==> config.mk <==
export PLATFORM = sky130hd
export DESIGN_NAME = snn_spi_config
export DESIGN_NICKNAME = d
export VERILOG_FILES = /design/src/rtl/snn_spi_config.sv
export SDC_FILE = /design/constraint.sdc
export NUM_CORES = 1
export LEC_CHECK = 0
export ABC_CLOCK_PERIOD_IN_PS = 5500
export CORE_MARGIN = 2
export CORE_UTILIZATION = 51
export DETAILED_ROUTE_END_ITERATION = 10
export PLACE_DENSITY_LB_ADDON = 0.08
export SETUP_SLACK_MARGIN = 0.1
export SYNTH_ARGS = -nofsm -noshare
export SYNTH_HDL_FRONTEND = slang
export SYNTH_SLANG_ARGS = --single-unit
export TNS_END_PERCENT = 100
==> constraint.sdc <==
create_clock -name clk -period 5.5 [get_ports clk]
set_clock_uncertainty 0.1 [all_clocks]
set_input_delay 0.825 -clock clk [delete_from_list [all_inputs] [get_ports clk]]
set_output_delay 0.825 -clock clk [all_outputs]
set_load 0.01 [all_outputs]
==> src/rtl/snn_spi_config.sv <==
// snn_spi_config: SPI (mode 0) slave that holds the configuration registers of a
// small spiking neural network. Each 16-bit frame has an address byte and a data
// byte, both MSB first. addr[7]=0 writes a register. addr[7]=1 reads the register
// at addr[6:0] back on spi_miso while the data byte is being clocked.
//
// Ports:
//   clk, rst_n   system clock; synchronous active-low reset
//   spi_clk      SPI clock (mode 0), asynchronous to clk
//   spi_cs_n     SPI chip select, active-low
//   spi_mosi     SPI serial data in
//   spi_miso     SPI serial readback data (0 outside the data byte)
//   threshold    neuron firing threshold        (addr 0x00)
//   leak_rate    membrane leak per step         (addr 0x01)
//   refractory   refractory period in cycles    (addr 0x02)
//   weights      weight[i][j] at bits [(i*NUM_OUT+j)*8 +: 8] (addr 0x10 + i*NUM_OUT + j)
//   cfg_wr       one-cycle pulse on every committed register write
module snn_spi_config #(
  parameter int NUM_IN  = 4,
  parameter int NUM_OUT = 3
) (
  input  logic                        clk,
  input  logic                        rst_n,
  input  logic                        spi_clk,
  input  logic                        spi_cs_n,
  input  logic                        spi_mosi,
  output logic                        spi_miso,
  output logic [7:0]                  threshold,
  output logic [7:0]                  leak_rate,
  output logic [7:0]                  refractory,
  output logic [NUM_IN*NUM_OUT*8-1:0] weights,
  output logic                        cfg_wr
);

  localparam int unsigned NW = NUM_IN * NUM_OUT;

  typedef enum logic [1:0] {IDLE, ADDR, DATA, DONE} state_t;

  logic [1:0] sclk_s, cs_s, mosi_s;
  logic       sclk_prev;
  logic       sclk, cs_sync, mosi;
  logic       rise, fall;

  state_t     state_q, state_d;
  logic [3:0] cnt_q, cnt_d;
  logic [7:0] sh_q, sh_d;
  logic [7:0] addr_q, addr_d;
  logic [7:0] rd_q, rd_d;
  logic       commit;
  logic [7:0] new_byte;
  logic [7:0] lookup;

  always_ff @(posedge clk) begin
    if (!rst_n) begin
      sclk_s    <= '0;
      cs_s      <= '1;
      mosi_s    <= '0;
      sclk_prev <= 1'b0;
    end else begin
      sclk_s    <= {sclk_s[0], spi_clk};
      cs_s      <= {cs_s[0], spi_cs_n};
      mosi_s    <= {mosi_s[0], spi_mosi};
      sclk_prev <= sclk_s[1];
    end
  end

  assign sclk    = sclk_s[1];
  assign cs_sync = cs_s[1];
  assign mosi    = mosi_s[1];
  assign rise    = !sclk_prev && sclk;
  assign fall    = sclk_prev && !sclk;

  // Byte as it will look after the current rise has been shifted in.
  assign new_byte = {sh_q[6:0], mosi};

  // Readback value for the address byte completing on this rise.
  always_comb begin
    lookup = '0;
    if (new_byte[6:0] == 7'h00)      lookup = threshold;
    else if (new_byte[6:0] == 7'h01) lookup = leak_rate;
    else if (new_byte[6:0] == 7'h02) lookup = refractory;
    else begin
      for (int unsigned k = 0; k < NW; k++) begin
        if (new_byte[6:0] == 7'(k + 16)) lookup = weights[k*8 +: 8];
      end
    end
  end

  always_ff @(posedge clk) begin
    if (!rst_n) begin
      state_q <= IDLE;
      cnt_q   <= '0;
      sh_q    <= '0;
      addr_q  <= '0;
      rd_q    <= '0;
    end else begin
      state_q <= state_d;
      cnt_q   <= cnt_d;
      sh_q    <= sh_d;
      addr_q  <= addr_d;
      rd_q    <= rd_d;
    end
  end

  // cnt_q counts rises received so far in the frame (0..15 while receiving).
  always_comb begin
    state_d = state_q;
    cnt_d   = cnt_q;
    sh_d    = sh_q;
    addr_d  = addr_q;
    rd_d    = rd_q;
    commit  = 1'b0;
    if (cs_sync) begin
      state_d = IDLE;
      cnt_d   = '0;
    end else begin
      unique case (state_q)
        IDLE: begin
          state_d = ADDR;
          cnt_d   = '0;
        end
        ADDR: begin
          if (rise) begin
            sh_d  = new_byte;
            cnt_d = cnt_q + 4'd1;
            if (cnt_q == 4'd7) begin
              addr_d  = new_byte;
              rd_d    = new_byte[7] ? lookup : '0;
              state_d = DATA;
            end
          end
        end
        DATA: begin
          if (rise) begin
            sh_d  = new_byte;
            cnt_d = cnt_q + 4'd1;
            if (cnt_q == 4'd15) begin
              commit  = 1'b1;
              state_d = DONE;
            end
          end else if (fall && cnt_q >= 4'd9) begin
            // The fall after rise 8 keeps bit 7 on the line for the master's rise 9.
            rd_d = {rd_q[6:0], 1'b0};
          end
        end
        DONE: state_d = DONE;
        default: state_d = IDLE;
      endcase
    end
  end

  assign spi_miso = (state_q == DATA) && rd_q[7];

  always_ff @(posedge clk) begin
    if (!rst_n) begin
      threshold  <= 8'd64;
      leak_rate  <= 8'd1;
      refractory <= 8'd4;
      weights    <= '0;
      cfg_wr     <= 1'b0;
    end else begin
      cfg_wr <= 1'b0;
      if (commit && !addr_q[7]) begin
        if (addr_q[6:0] == 7'h00) begin
          threshold <= new_byte;
          cfg_wr    <= 1'b1;
        end else if (addr_q[6:0] == 7'h01) begin
          leak_rate <= new_byte;
          cfg_wr    <= 1'b1;
        end else if (addr_q[6:0] == 7'h02) begin
          refractory <= new_byte;
          cfg_wr     <= 1'b1;
        end else begin
          for (int unsigned k = 0; k < NW; k++) begin
            if (addr_q[6:0] == 7'(k + 16)) begin
              weights[k*8 +: 8] <= new_byte;
              cfg_wr            <= 1'b1;
            end
          end
        end
      end
    end
  end

endmodule

**After elaboration in Yosys (flattened, before gate mapping)**

Index checks and enable logic that the tools add are counted.

- Register bits: 157
- Bits in latches: 0
- Bits in writable memories: 0
- ROM bits: 0
- Output and inout port bits: 122
- Logic and storage cells: 155
- Memories kept: 0

- Add/sub/neg operators: 1
- $mul: 0
- Div/mod/pow operators: 0
- $lt $le $gt $ge: 1
- Equality and inequality tests: 40
- Shift operators: 0
- Mux-type cells: 47
- Bitwise gates (word level): 5
- Reductions and logical operators: 36

Operator list:

| operator | number |
|---|---|
| $eq 7x5->1 const B | 24 |
| $mux 8 | 20 |
| $reduce_and 5->1 | 12 |
| $mux 1 | 19 |
| $pmux 8 s2 | 1 |
| $eq 7x1->1 const B | 2 |
| $eq 7x2->1 const B | 2 |
| $logic_not 7->1 | 2 |
| $ne 2x2->1 const B | 6 |
| $reduce_and 4->1 | 3 |
| $mux 2 | 4 |
| $pmux 2 s4 | 1 |
| $pmux 4 s2 | 1 |
| $reduce_and 2->1 | 3 |
| $reduce_and 3->1 | 2 |
| $reduce_and 6->1 | 1 |
| $logic_and 1x1->1 | 5 |
| $not 1->1 | 5 |
| $add 4x1->4 const B | 1 |
| $eq 2x2->1 const B | 2 |
| $eq 4x3->1 const B | 1 |
| $eq 4x4->1 const B | 1 |
| $ge 4x4->1 const B | 1 |
| $mux 4 | 1 |
| other kinds (6) | 10 |

**Depth between registers and ports, before layout**

Gate-level depths: netlist of run 1.

- Depth after elaboration: 20
- Mapped depth: 9

**Worst setup path before layout of run 1**

Ideal clock, no wire load.

- Path kind: register -> register
- Start point: register cnt_q[0]
- End point: register weights[24]
- Arrival: 1915 ps
- Setup slack: 3369 ps
- Cell stages (with the launch flop): 8
- Buffers on the path: 0
- Clock period less this slack: 2131 ps
- Cell sequence: dfxtp_1 ha_1 nand4b_2 nor4_2 nor3b_4 nand3_4 mux2i_1 nor2b_1

- Longest elaborated chain between the ends: 7

Ends and longest elaborated chain:

| what | line | RTL |
|---|---|---|
| start: declaration | 44 | `logic [3:0] cnt_q, cnt_d;` |
| start signal: assignment | 97 | `cnt_q <= cnt_d;` |
| $eq 4x4->1 | 136 | `if (cnt_q == 4'd15) begin` |
| $mux 1 | 136 |  |
| $mux 1 | 133 | `if (rise) begin` |
| $mux 1 | 116 | `unique case (state_q)` |
| $mux 1 | 112 | `if (cs_sync) begin` |
| $logic_and 1x1->1 | 162 | `if (commit && !addr_q[7]) begin` |
| $reduce_and 5->1 (no source line) | -- |  |
| end signal: indexed assignment | 175 | `weights[k*8 +: 8] <= new_byte;` |
| end: declaration | 30 | `output logic [NUM_IN*NUM_OUT*8-1:0] weights,` |

No other way between the ends.
A chain may end at the register's enable or synchronous reset.

**Worst setup path in the final report of run 1**

- Start point: register state_q[0]
- End point: register weights[2]

- Longest elaborated chain between the ends: 5

Ends and longest elaborated chain:

| what | line | RTL |
|---|---|---|
| start: declaration | 43 | `state_t state_q, state_d;` |
| start signal: assignment | 96 | `state_q <= state_d;` |
| $eq 2x2->1 | 116 |  |
| $mux 1 | 116 |  |
| $mux 1 | 112 |  |
| $logic_and 1x1->1 | 162 |  |
| $reduce_and 5->1 (no source line) | -- |  |

No other way between the ends.

==> metrics.txt, run 1 <==
status completed; WL/cell 21.6 µm; CTS tree built; clock sinks 157; Cell Area, Synth 0.00770 mm²; post-synth top area share 40.8%; Crit-path slowest cell nor3b_4; Top cell by count, worst path nand2_1; Vert. Die Dim 127 µm; RSZ-0062 raised after global routing no; Synth Warn # 0; minimum clock period 3.36 ns; leakage dissipation 3.29 nW; first-pass GRT wire length 38,600 µm; Setup crit end kind flip-flop; Die X 127 µm; worst setup margin 2.14 ns; vias per cell 6.16; largest net degree at the start of global routing 103; setup tns final 0 ns; final WL 24,900 µm; CP max FO 28; Synth async-reset ratio 0%; IO Port Bufs 126; DIE AREA 0.0161 mm²; Syn Inst Count 881; TritonCTS buffer count 17; DR iter-0 viols 625; CP max stage delay 0.98 ns; VDD IR max 0.000219 V; EDFF count, synth 0; fill count 1,207; drt first pass iters 5; Power Density 247 mW/mm²; # rows 44; post-CTS sizing 0; CP Launch Type flip-flop; Slew Viols, Final 0; final period utilization 61.1%; total grt overflow 0; Max-Cap Viols 0; Worst-Margin Slew 1.13 ns; diode count 0; setup repair bufs after CTS 0; hold-fix buffers at CTS 0; maximum clock path buffer count 2; post-route ant nets 0; Max transition margin 24.4%; DRC 0; Setup CP Type flip-flop to flip-flop; worst-skew pair later-pin latency 0.43 ns; commonest cells in the netlist dfxtp_1, nand2_1, nand3_1; synthesized area per cell 8.74 µm²; endpoints failing setup 0; syn nets 894; Root Driver clkbuf_16; CORE AREA 0.0146 mm²; total global-route track usage 31.0%; arrival time worst endpoint 3.58 ns; Hold Fails Final Rpt 0; Yosys reg bits 157; final weighted congestion in routability-driven placement 0.949; worst-path cell chain inv_1 > ha_1 > nand3b_1 > nor4_2 > nor3b_4 > nand2_1 > nand2_1 > a21boi_0; cell taking the most area after synthesis dfxtp_1; share of layout cells above drive strength 1 7.50%; H-tree levels 4; Max Clk Rate 297 MHz; Netlist cell types 62; area delta synth->final 23.6%; worst hold path class flip-flop to flip-flop; Initial Util 52.6%; synth top area cells dfxtp_1, mux2i_1, a21boi_0; hpwl dp 16,600 µm; initial antenna violation count 0; Seq/Total Area, Yosys 40.8%; top_reg_cell synth dfxtp_1; vias in the first global route 6,799; nets 973; # IOs 127; Critical Path RT 5.71 ns; most common cell in the netlist dfxtp_1; DR vias 7,122; final core occ 65.0%; Place WS 2.19 ns; clock slew at reported path FFs 0.06 ns
[kinds of logic (layout without fill, tap and decap cells)]
group                      after synthesis  after routing  synth area share, %
and+or+nand+nor                        347            347                 23.1
adders and majority gates                8              8                 1.30
AOI/OAI and AO/OA                      206            206                 18.7
buffers and inverters                   86            178                 4.89
muxes                                   77             77                 11.3
DFF                                    157            157                 40.8
[metrics by stage]
stage               hold WS, ns  cells  total power, mW  area, µm²
detailed placement        0.296   1125             1.22       8950
CTS                       0.313   1157             2.36       9520
global route              0.322   1157             2.41       9520
floorplan                 0.286    881             1.21       7700
finish                    0.308   1157             2.35       9520
global placement          0.296   1125             1.22       8950
[cells in the final DEF (no fill, tap or decap), types with 3 or more instances in the layout]
cell | synthesis | routed
nor2b_1 | 65 | 63
a21boi_0 | 82 | 82
o31ai_1 | 3 | 3
clkinvlp_4 | 0 | 3
buf_4 | 2 | 13
mux4_2 | 7 | 7
a31oi_1 | 7 | 7
o211ai_1 | 7 | 7
o2bb2ai_1 | 3 | 3
and3b_1 | 3 | 3
clkbuf_1 | 49 | 4
o221ai_1 | 5 | 5
clkbuf_16 | 0 | 17
clkinv_2 | 0 | 3
ha_1 | 8 | 8
nand3_1 | 98 | 98
nor2_1 | 18 | 17
mux2_2 | 7 | 7
a211oi_1 | 6 | 6
dfxtp_1 | 157 | 155
clkdlybuf4s50_1 | 0 | 125
o21ai_0 | 25 | 25
nand2b_1 | 5 | 5
inv_1 | 8 | 8
a2bb2oi_1 | 3 | 3
a22oi_1 | 8 | 8
o22ai_1 | 8 | 8
mux2i_1 | 63 | 63
nor3_1 | 5 | 5
and2_1 | 12 | 12
nand2_1 | 118 | 118
a21oi_1 | 29 | 29
o2111ai_1 | 3 | 3
[area by class of cell]
cell class	count	area (µm²)	area share [%]
flip-flops and latches	157	3150	33.0
repair buffers	138	1350	14.2
clock buffers	22	454	4.77
well taps	184	230	2.42
clock inverters	10	115	1.21
inverters	8	30.0	0.315
multi-input cells	638	4200	44.1
[critical path: cells and delay by family (launching register included)]
kind                     cells  cell delay [ns]
buffers and inverters        1             0.13
adder cells (fa/ha/maj)      1             0.47
flip-flops                   1             0.33
AND/OR/NAND/NOR              5             2.11
AO/OA/AOI/OAI                1             0.10
[final timing paths]
kind / cells after the start / slack [ns] / endpoint / startpoint
worst min-delay path: 1 / 0.31 / cs_s[1]$_SDFF_PN1_ / cs_s[0]$_SDFF_PN1_
worst max-delay path: 8 / 2.14 / weights[2]$_SDFFE_PN0P_ / state_q[0]$_SDFFE_PP0P_
worst min register to register: 1 / 0.31 / cs_s[1]$_SDFF_PN1_ / cs_s[0]$_SDFF_PN1_
worst max register to register: 8 / 2.14 / weights[2]$_SDFFE_PN0P_ / state_q[0]$_SDFFE_PP0P_
[state kept, by name, indices dropped and copies added, names as in the netlist]
name        count
sclk_s          2
sh_q            7
addr_q          8
weights        96
cnt_q           4
cfg_wr          1
leak_rate       8
sclk_prev       1
refractory      8
state_q         2
mosi_s          2
rd_q            8
threshold       8
cs_s            2
[power by group]
| group | leakage, nW | internal [mW] | switching (mW) | total, mW |
|---|---|---|---|---|
| combinational | 1.75 | 0.0249 | 0.0312 | 0.0561 |
| sequential | 1.27 | 1.14 | 0.00477 | 1.14 |
| clock | 0.270 | 0.679 | 0.474 | 1.15 |
| total | 3.29 | 1.84 | 0.510 | 2.35 |
[per-layer routing]
layer / share of wire [%] / global-route usage (%)
met5: 0 / 0
met2: 48 / 50.7
met1: 42 / 40.2
met3: 7.8 / 6.92
met4: 2.5 / 11.4
Note: power is estimated with default switching activity, not from simulation.
==> run 2: changes to the inputs <==
--- a/config.mk
+++ b/config.mk
@@ -5,9 +5,9 @@
 export SDC_FILE = /design/constraint.sdc
 export NUM_CORES = 1
 export LEC_CHECK = 0
-export ABC_CLOCK_PERIOD_IN_PS = 5500
+export ABC_CLOCK_PERIOD_IN_PS = 3000
 export CORE_MARGIN = 2
-export CORE_UTILIZATION = 51
+export CORE_UTILIZATION = 49
 export DETAILED_ROUTE_END_ITERATION = 10
 export PLACE_DENSITY_LB_ADDON = 0.08
 export SETUP_SLACK_MARGIN = 0.1
==> constraint.sdc (replaced) <==
create_clock -name clk -period 3 [get_ports clk]
set_clock_uncertainty 0.1 [all_clocks]
set_input_delay 0.45 -clock clk [delete_from_list [all_inputs] [get_ports clk]]
set_output_delay 0.45 -clock clk [all_outputs]
set_load 0.01 [all_outputs]
==> run 2 against run 1 <==
Net effect:
- design area up 3.7%
- power grew 89%
- worst setup slack worse by 1.9 ns
- sequential cell count did not move
- sequential power rose by 84%
- critical path depth shrank 2
- sequential share of layout area fell by 1.2 points
- hold slack lost 0.00059 ns
- fmax grew 24%
- count of clock-buffer cells in the layout is the same
- core utilization down 0.31 points
- global-route usage grew 1.0 points
- largest power group unchanged
==> metrics.txt, run 2 (synthesis results as in run 1) <==
IO Port Bufs 126 (unchanged); status completed (unchanged); CORE AREA 0.0153 mm² (was 0.0146 mm²); RSZ-0062 raised after global routing no (unchanged); DRC 0 (unchanged); Max Clk Rate 368 MHz (was 297 MHz); diode count 0 (unchanged); hpwl dp 18,400 µm (was 16,600 µm); DR iter-0 viols 659 (was 625); final instance area 0.00987 mm² (was 0.00952 mm²); Die X 129 µm (was 127 µm); CP endpoint rd_q[4]$_SDFFE_PN0P_ (was weights[2]$_SDFFE_PN0P_); Initial Util 50.5% (was 52.6%); Setup crit end kind flip-flop (unchanged); initial antenna violation count 0 (unchanged); Root Driver clkbuf_16 (unchanged); total global-route track usage 32.0% (was 31.0%); Storage cell area 0.00315 mm² (unchanged); worst hold path class flip-flop to flip-flop (unchanged); max reg flops 96 (unchanged); Critical Path RT 3.20 ns (was 5.71 ns); R2R Path End rd_q[4]$_SDFFE_PN0P_ (was weights[2]$_SDFFE_PN0P_); DR vias 7,234 (was 7,122); setup repair bufs after CTS 0 (unchanged); leakage dissipation 3.50 nW (was 3.29 nW); CP Launch Type flip-flop (unchanged); worst reg-to-reg setup slack 0.28 ns (was 2.14 ns); DIE AREA 0.0167 mm² (was 0.0161 mm²); endpoints failing setup 0 (unchanged); clock sinks 157 (unchanged); TritonCTS buffer count 17 (unchanged); H-tree levels 4 (unchanged); minimum clock period 2.72 ns (was 3.36 ns); area of the multi-input gates 0.00420 mm² (unchanged); WL/cell 21.7 µm (was 21.6 µm); Setup CP Type flip-flop to flip-flop (unchanged); crit path from sh_q[4]$_SDFFE_PN0P_ (was state_q[0]$_SDFFE_PP0P_); clock slew at reported path FFs 0.06 ns (about the same); Slew Viols, Final 0 (unchanged); Max-Cap Viols 0 (unchanged); Hold Fails Final Rpt 0 (unchanged); area post-placement 0.00927 mm² (was 0.00895 mm²); drt first pass iters 5 (unchanged); # IOs 127 (unchanged); vias in the first global route 7,070 (was 6,799); fill count 1,322 (was 1,207); first-pass GRT wire length 40,800 µm (was 38,600 µm); CP max FO 12 (was 28); Vert. Die Dim 129 µm (was 127 µm); Power Density 452 mW/mm² (was 247 mW/mm²); worst-skew pair later-pin latency 0.43 ns (about the same); total grt overflow 0 (unchanged); final weighted congestion in routability-driven placement 0.898 (was 0.949); post-CTS sizing 0 (unchanged); commonest non-fill, non-tap cell in the layout dfxtp_1 (unchanged); setup tns final 0 ns (unchanged); vias per cell 5.94 (was 6.16); post-route ant nets 0 (unchanged); most frequent cells in the layout dfxtp_1, clkdlybuf4s50_1, nand2_1 (unchanged); Worst-Margin Slew 0.800 ns (was 1.13 ns); CTS tree built (unchanged); final period utilization 90.6% (was 61.1%); VDD IR max 0.000563 V (was 0.000219 V); final WL 26,400 µm (was 24,900 µm); Reg with most FFs weights (unchanged); r2r worst-path depth 6 (was 8); area delta synth->final 28.2% (was 23.6%); largest net degree at the start of global routing 58 (was 103); maximum clock path buffer count 2 (unchanged); nets 1,007 (was 973); Max transition margin 46.4% (was 24.4%); Reg-to-Reg Start sh_q[4]$_SDFFE_PN0P_ (was state_q[0]$_SDFFE_PP0P_); hold-fix buffers at CTS 0 (unchanged); share of layout cells above drive strength 1 10.7% (was 7.50%); arrival time worst endpoint 2.91 ns (was 3.58 ns); # rows 45 (was 44)
## run 2: changes by cell type in the layout (fill, tap and decap cells not counted)
cell        previous run  this run
buf_12                 0         2
buf_4                 13        45
bufinv_16              2         3
clkbuf_1               4         2
clkbuf_8               1         3
clkinv_2               3         2
clkinvlp_4             3         1
inv_6                  1         2
## run 2: layout make-up
| type | count | share of cell area (%) |
|---|---|---|
| Tap cell | 211 | 2.67 |
| Timing Repair Buffer | 172 | 16.5 |
| Clock buffer | 22 | 4.80 |
| Clock inverter | 9 | 1.36 |
| Multi-Input combinational cell | 638 | 42.5 |
| Sequential cell | 157 | 31.9 |
| Inverter | 8 | 0.304 |
## run 2: metal layers
metal	part of all wire [%]	routed length, µm	GRT usage, %
met5	0	0	0
met4	1.4	370	8.25
met3	6.3	1660	6.98
met2	49	12900	53.2
met1	43	11400	42.3
## run 2: how the worst min path moves through the flow
stage,slack [ns],to,depth (start not counted),start
final,0.31,cs_s[1]$_SDFF_PN1_,1,cs_s[0]$_SDFF_PN1_
after global routing,0.35,cs_s[1]$_SDFF_PN1_,1,cs_s[0]$_SDFF_PN1_
after CTS,0.31,cs_s[1]$_SDFF_PN1_,1,cs_s[0]$_SDFF_PN1_
after detailed placement,0.29,cs_s[1]$_SDFF_PN1_,1,cs_s[0]$_SDFF_PN1_
after global placement,0.29,cs_s[1]$_SDFF_PN1_,1,cs_s[0]$_SDFF_PN1_
after floorplan,0.29,cs_s[1]$_SDFF_PN1_,1,cs_s[0]$_SDFF_PN1_
## run 2: report_power, final
group / switching (mW) / total (mW) / internal [mW] / leakage, nW
logic: 0.0617 / 0.114 / 0.0519 / 1.93
clock network: 0.875 / 2.25 / 1.37 / 0.297
registers: 0.00759 / 2.10 / 2.09 / 1.27
## run 2: worst max-delay path, stage by stage (launching register included)
cell      delay, ns
dfxtp_1        0.41
nor4b_1        0.71
and2_1         0.48
o21ai_0        0.21
o21a_1         0.16
a311oi_1       0.38
o22ai_1        0.15
## run 2: stage by stage
stage               utilization (%)  worst slack, ns  hold WS, ns  power, mW  cells
CTS                            64.7            0.270        0.307       4.47   1217
global route                   64.7            0.122        0.346       4.59   1217
finish                         64.7            0.283        0.308       4.46   1217
floorplan                         -            0.869        0.286       2.22    881
global placement               60.7            0.271        0.289       2.25   1186
detailed placement             60.7            0.290        0.293       2.25   1186
==> RTL change 1, RTL diff (settings of run 1) <==
Make the reset (`rst_n`) asynchronous in 3 clocked blocks. Comments in the files are not updated.
--- a/src/rtl/snn_spi_config.sv
+++ b/src/rtl/snn_spi_config.sv
@@ -49,7 +49,7 @@
   logic [7:0] new_byte;
   logic [7:0] lookup;
 
-  always_ff @(posedge clk) begin
+  always_ff @(posedge clk or negedge rst_n) begin
     if (!rst_n) begin
       sclk_s    <= '0;
       cs_s      <= '1;
@@ -85,7 +85,7 @@
     end
   end
 
-  always_ff @(posedge clk) begin
+  always_ff @(posedge clk or negedge rst_n) begin
     if (!rst_n) begin
       state_q <= IDLE;
       cnt_q   <= '0;
@@ -150,7 +150,7 @@
 
   assign spi_miso = (state_q == DATA) && rd_q[7];
 
-  always_ff @(posedge clk) begin
+  always_ff @(posedge clk or negedge rst_n) begin
     if (!rst_n) begin
       threshold  <= 8'd64;
       leak_rate  <= 8'd1;
Check against the original RTL: no difference found for any inputs over 4 cycles, from zero or initial values and one cycle with rst_n low; that may be too few to reach the edited logic, so the function may still have changed.
==> RTL change 1 against run 1 <==
- sequential cell count unchanged
- sequential share of layout area grew 7.8 points
- design area grew 1.3%
- maximum frequency down 3.1%
- cell count is 18% lower
- setup slack worse by 110 ps
- routed wire length shrank 9.3%
- critical path depth shrank 1
- core utilization rose by 1.1 points
- synthesized area down 0.60%
- global-route usage down 2.0 points
- via count fell by 18%
- critical path type unchanged
- critical endpoint is now rd_q[5]
Power is not compared: it rests on default switching activity, and its combinational part moved more than twofold at a synthesized area within 25%.
==> RTL change 1: results (changes against run 1) <==
* Min Hold Slack at 103 ps (-205 ps)
* DR vias at 5830 (-18%)
* Synth area leaders: dfrtp_1, mux2_2, mux2_4
* Overall Global Routing Usage at 0.289 (-0.0204)
* Unique masters post-synth at 69 (+11%)
* Post-Synth XOR/XNOR Area at 0.00229 (+0.00229)
* RR Endpoint: rd_q[5]
* Post-Syn Nets at 646 (-28%)
* Final WL at 22.6 mm (-9.3%)
* Max_slew headroom at 0.222 (-0.0224)
* Largest net degree at the start of global routing at 76 (-26%)
* R2r setup slk at 2030 ps (-110 ps)
* Number of global-route vias before repair at 5822 (-14%)
* Register area share after synthesis at 0.514 (+0.106)
* P_clk at 1.22 mW
* Nets at 761 (-22%)
* Adder-cell share of the synthesized area at 0.00980 (-0.00319)
* Gp weighted congestion at 0.879 (-7.4%)
* Worst setup startpoint: sh_q[3]
* Outcome: complete, no violations
* Placed cell areas at 0.00904 mm2 (+0.99%)
* CP max stage delay at slightly below 1000 ps
* M3 GR Usage at 0.0633 (-0.00590)
* DP HPWL at 15.3 mm (-7.9%)
* Initial antenna violation count at 0 (unchanged)
* Hold Crit Class: primary input to asynchronous set/reset pin
* Gate power share at 0.232
* CP max stage cell: nor2b_1
* Share of cells above drive strength 1 at 0.267 (+0.192)
* Metal2 WL at 10.6 mm (-11%)
* Critical Path Fanout Max at 27 (-3.6%)
* Mux contribution to synthesized area at 0.235 (+0.122)
* Wl on met1 at 10.0 mm (-3.4%)
* Post-synth top cells: dfrtp_1, mux2_2, nand2_1
* Compound-cell area share of the yosys netlist at 0.0977 (-0.0889)
* Post-synth ARST share at 1.00 (+1.00)
* GR Layer Usage met2 at 0.448 (-0.0593)
* GRT met1 Usage at 0.414 (+0.0117)
* Routed length on met3 at 1.47 mm (-24%)
* First-pass GRT wire length at 35.0 mm (-9.2%)
* Detailed Route Iter0 Violations at 476 (-24%)
* WP depth at 7 (-1)
==> RTL change 1: cell types whose count changed after synthesis, sizes merged, moves of 8 or more <==
cell	run 1	this run
a21boi	83	0
a21oi	29	15
and2	12	4
buf	29	17
clkbuf	49	23
dfrtp	0	152
dfxtp	157	0
mux2	7	127
mux2i	63	15
nand2	119	44
nand3	101	13
nor2	18	39
nor2b	65	7
o21ai	25	38
==> RTL change 1: stage by stage <==
stage               utilization  std cells  setup WS [ps]
finish                    0.661        947           2030
global placement          0.620        915           2110
detailed placement        0.620        915           2120
floorplan                     -        635           3240
CTS                       0.661        947           2100
global route              0.661        947           1840
==> RTL change 1: final cells by class <==
| type | instances | area, um2 |
|---|---|---|
| Clock buffer | 19 | 443 |
| Clock inverter | 13 | 161 |
| Fill cell | 1088 | 4940 |
| Inverter | 15 | 56.3 |
| Multi-Input combinational cell | 423 | 3480 |
| Sequential cell | 157 | 3940 |
| Tap cell | 184 | 230 |
| Timing Repair Buffer | 136 | 1340 |
==> RTL change 2, RTL diff (settings of run 1) <==
Without the edit above. The parameter `NUM_OUT` goes from 3 to 6.
--- a/src/rtl/snn_spi_config.sv
+++ b/src/rtl/snn_spi_config.sv
@@ -16,7 +16,7 @@
 //   cfg_wr       one-cycle pulse on every committed register write
 module snn_spi_config #(
   parameter int NUM_IN  = 4,
-  parameter int NUM_OUT = 3
+  parameter int NUM_OUT = 6
 ) (
   input  logic                        clk,
   input  logic                        rst_n,
Ports: changed (resized weights); port bits go from 127 to 223. No check against the original RTL was run, so the function may have changed too.
==> RTL change 2 against run 1 <==
- design area increased by 67%
- global-route usage rose by 4.7 points
- setup slack improved by 8.9 ps
- first-iteration DRC count increased by 120%
- synthesized area increased by 64%
- cell count increased by 74%
- largest power group unchanged
- power rose by 66%
- die area grew 62%
- sequential cell count is 96 higher
- routed wire length increased by 93%
- synthesized cell count increased by 72%
- core utilization up 0.35 points
==> RTL change 2: results (changes against run 1) <==
* Outcome: complete, no violations
* Unique masters post-synth at 72 (+16%)
* Post-Syn Nets at 1530 (+71%)
* Critical path class: flop to flop
* Critical Path Fanout Max at 34 (+21%)
* Pwr per Cell Area at 246 mW/mm2 (-0.34%)
* Worst skew pair latency at 560 ps (+130 ps)
* Worst R2R Start: sh_q[1]
* Placed cell areas at 0.0149 mm2 (+67%)
* Fillers at 2144 (+78%)
* I/O Buffers at 222 (+76%)
* Gp weighted congestion at 0.989 (+4.2%)
* Worst setup startpoint: sh_q[1]
* Number of global-route vias before repair at 11.3k (+66%)
* Htree depth at 1 (-3)
* RR Endpoint: rd_q[3]
* Largest net degree at the start of global routing at 153 (+49%)
* First-pass GRT wire length at 71.9 mm (+86%)
* GR Layer Usage met2 at 0.523 (+0.0156)
* DP HPWL at 33.2 mm (+100%)
* Leakage power total at 5.37 nW (+63%)
* Detailed Route Iter0 Violations at 1369 (+120%)
* Antenna cell count at 0 (unchanged)
* Post-synth top cells: nand2_1, dfxtp_1, nand3_1
* Nets at 1682 (+73%)
* Share of cells above drive strength 1 at 0.0729 (-0.00216)
* Via density at 6.20 (+0.77%)
* M3 GR Usage at 0.0696 (+0.000425)
* Worst EP arrival at 3670 ps (+90 ps)
* Register area share after synthesis at 0.401 (-0.00724)
* Synth area leaders: dfxtp_1, a21boi_0, nand2_1
* GRT met1 Usage at 0.538 (+0.136)
* Max reg flops at 192 (+100%)
* Clk pin slew, worst setup/hold paths at ~70 ps
* R2R cell count at 7 (-1)
* Num CTS Buffers at 28 (+11)
* Overall Global Routing Usage at 0.357 (+0.0475)
* VDD IR-drop max at 0.310 mV (+42%)
* Initial antenna violation count at 1 (+1)
* Routed wire per std cell at 23.9 um (+11%)
* Drt first pass iters at 8 (+3)
* Maximum root-to-sink buffer count at 3 (+1)
* Worst slew pin tran at 969 ps (-164 ps)
RTL change 2: cell count changes in the layout (fill, tap and decap cells not counted), moves of 18 or more:
cell / before / now
a21boi_0: 82 / 134
a21boi_1: 1 / 19
a21oi_1: 29 / 50
clkdlybuf4s50_1: 125 / 221
dfxtp_1: 155 / 249
mux2i_1: 63 / 81
nand2_1: 118 / 262
nand3_1: 98 / 155
nor2_1: 17 / 53
nor2b_1: 63 / 86
o21ai_0: 25 / 63
RTL change 2: layout make-up:
type | count | share of cell area
tap | 324 | 0.0255
timing repair buffer | 252 | 0.155
inverter | 15 | 0.00354
sequential | 253 | 0.319
clock inverter | 7 | 0.00779
multi-input combinational | 1119 | 0.436
clock buffer | 42 | 0.0537
RTL change 2: how the worst min path moves through the flow:
stage / start / to / slack [ps] / cells after the start
final: cs_s[0] / cs_s[1] / 300 / 1
after global routing: cs_s[0] / cs_s[1] / 320 / 1
after CTS: cs_s[0] / cs_s[1] / 310 / 1
after detailed placement: cs_s[0] / cs_s[1] / 300 / 1
after global placement: cs_s[0] / cs_s[1] / 290 / 1
after floorplan: cs_s[0] / cs_s[1] / 290 / 1
RTL change 2: metal layers:
metal | share of wire | up-vias
met1 | 0.43 | 5995
met2 | 0.43 | 763
met5 | 0.00021 | -
li1 | - | 5623
met4 | 0.027 | 2
met3 | 0.11 | 98
RTL change 2: where the power goes:
part	total (mW)	switching (mW)	internal, mW
clock network	1.99	0.785	1.20
logic	0.0866	0.0504	0.0362
registers	1.84	0.00659	1.83
RTL change 2: cells by family (layout without fill, tap and decap cells):
logic type                 after synthesis  after routing  synth area share
AOI/OAI and AO/OA                      356            356             0.191
muxes                                  103            103            0.0944
DFF                                    253            253             0.401
adders and majority gates                8              8           0.00792
and+or+nand+nor                        652            652             0.254
buffers and inverters                  145            316            0.0517
RTL change 2: worst max-delay path, stage by stage (launching register included):
cell      delay (ps)
dfxtp_2          830
nand4b_1         350
nor2_1           700
nand3_1          310
o22ai_1          250
a31oi_1           90
nor4_1           420
o21ai_0          160
RTL change 2: metrics by stage:
step,power [mW],setup slack [ps],cells
floorplan,1.94,3270,1517
global placement,1.97,2250,1963
detailed placement,1.97,2300,1963
CTS,3.93,2270,2012
global route,4.01,1980,2012
finish,3.92,2150,2012
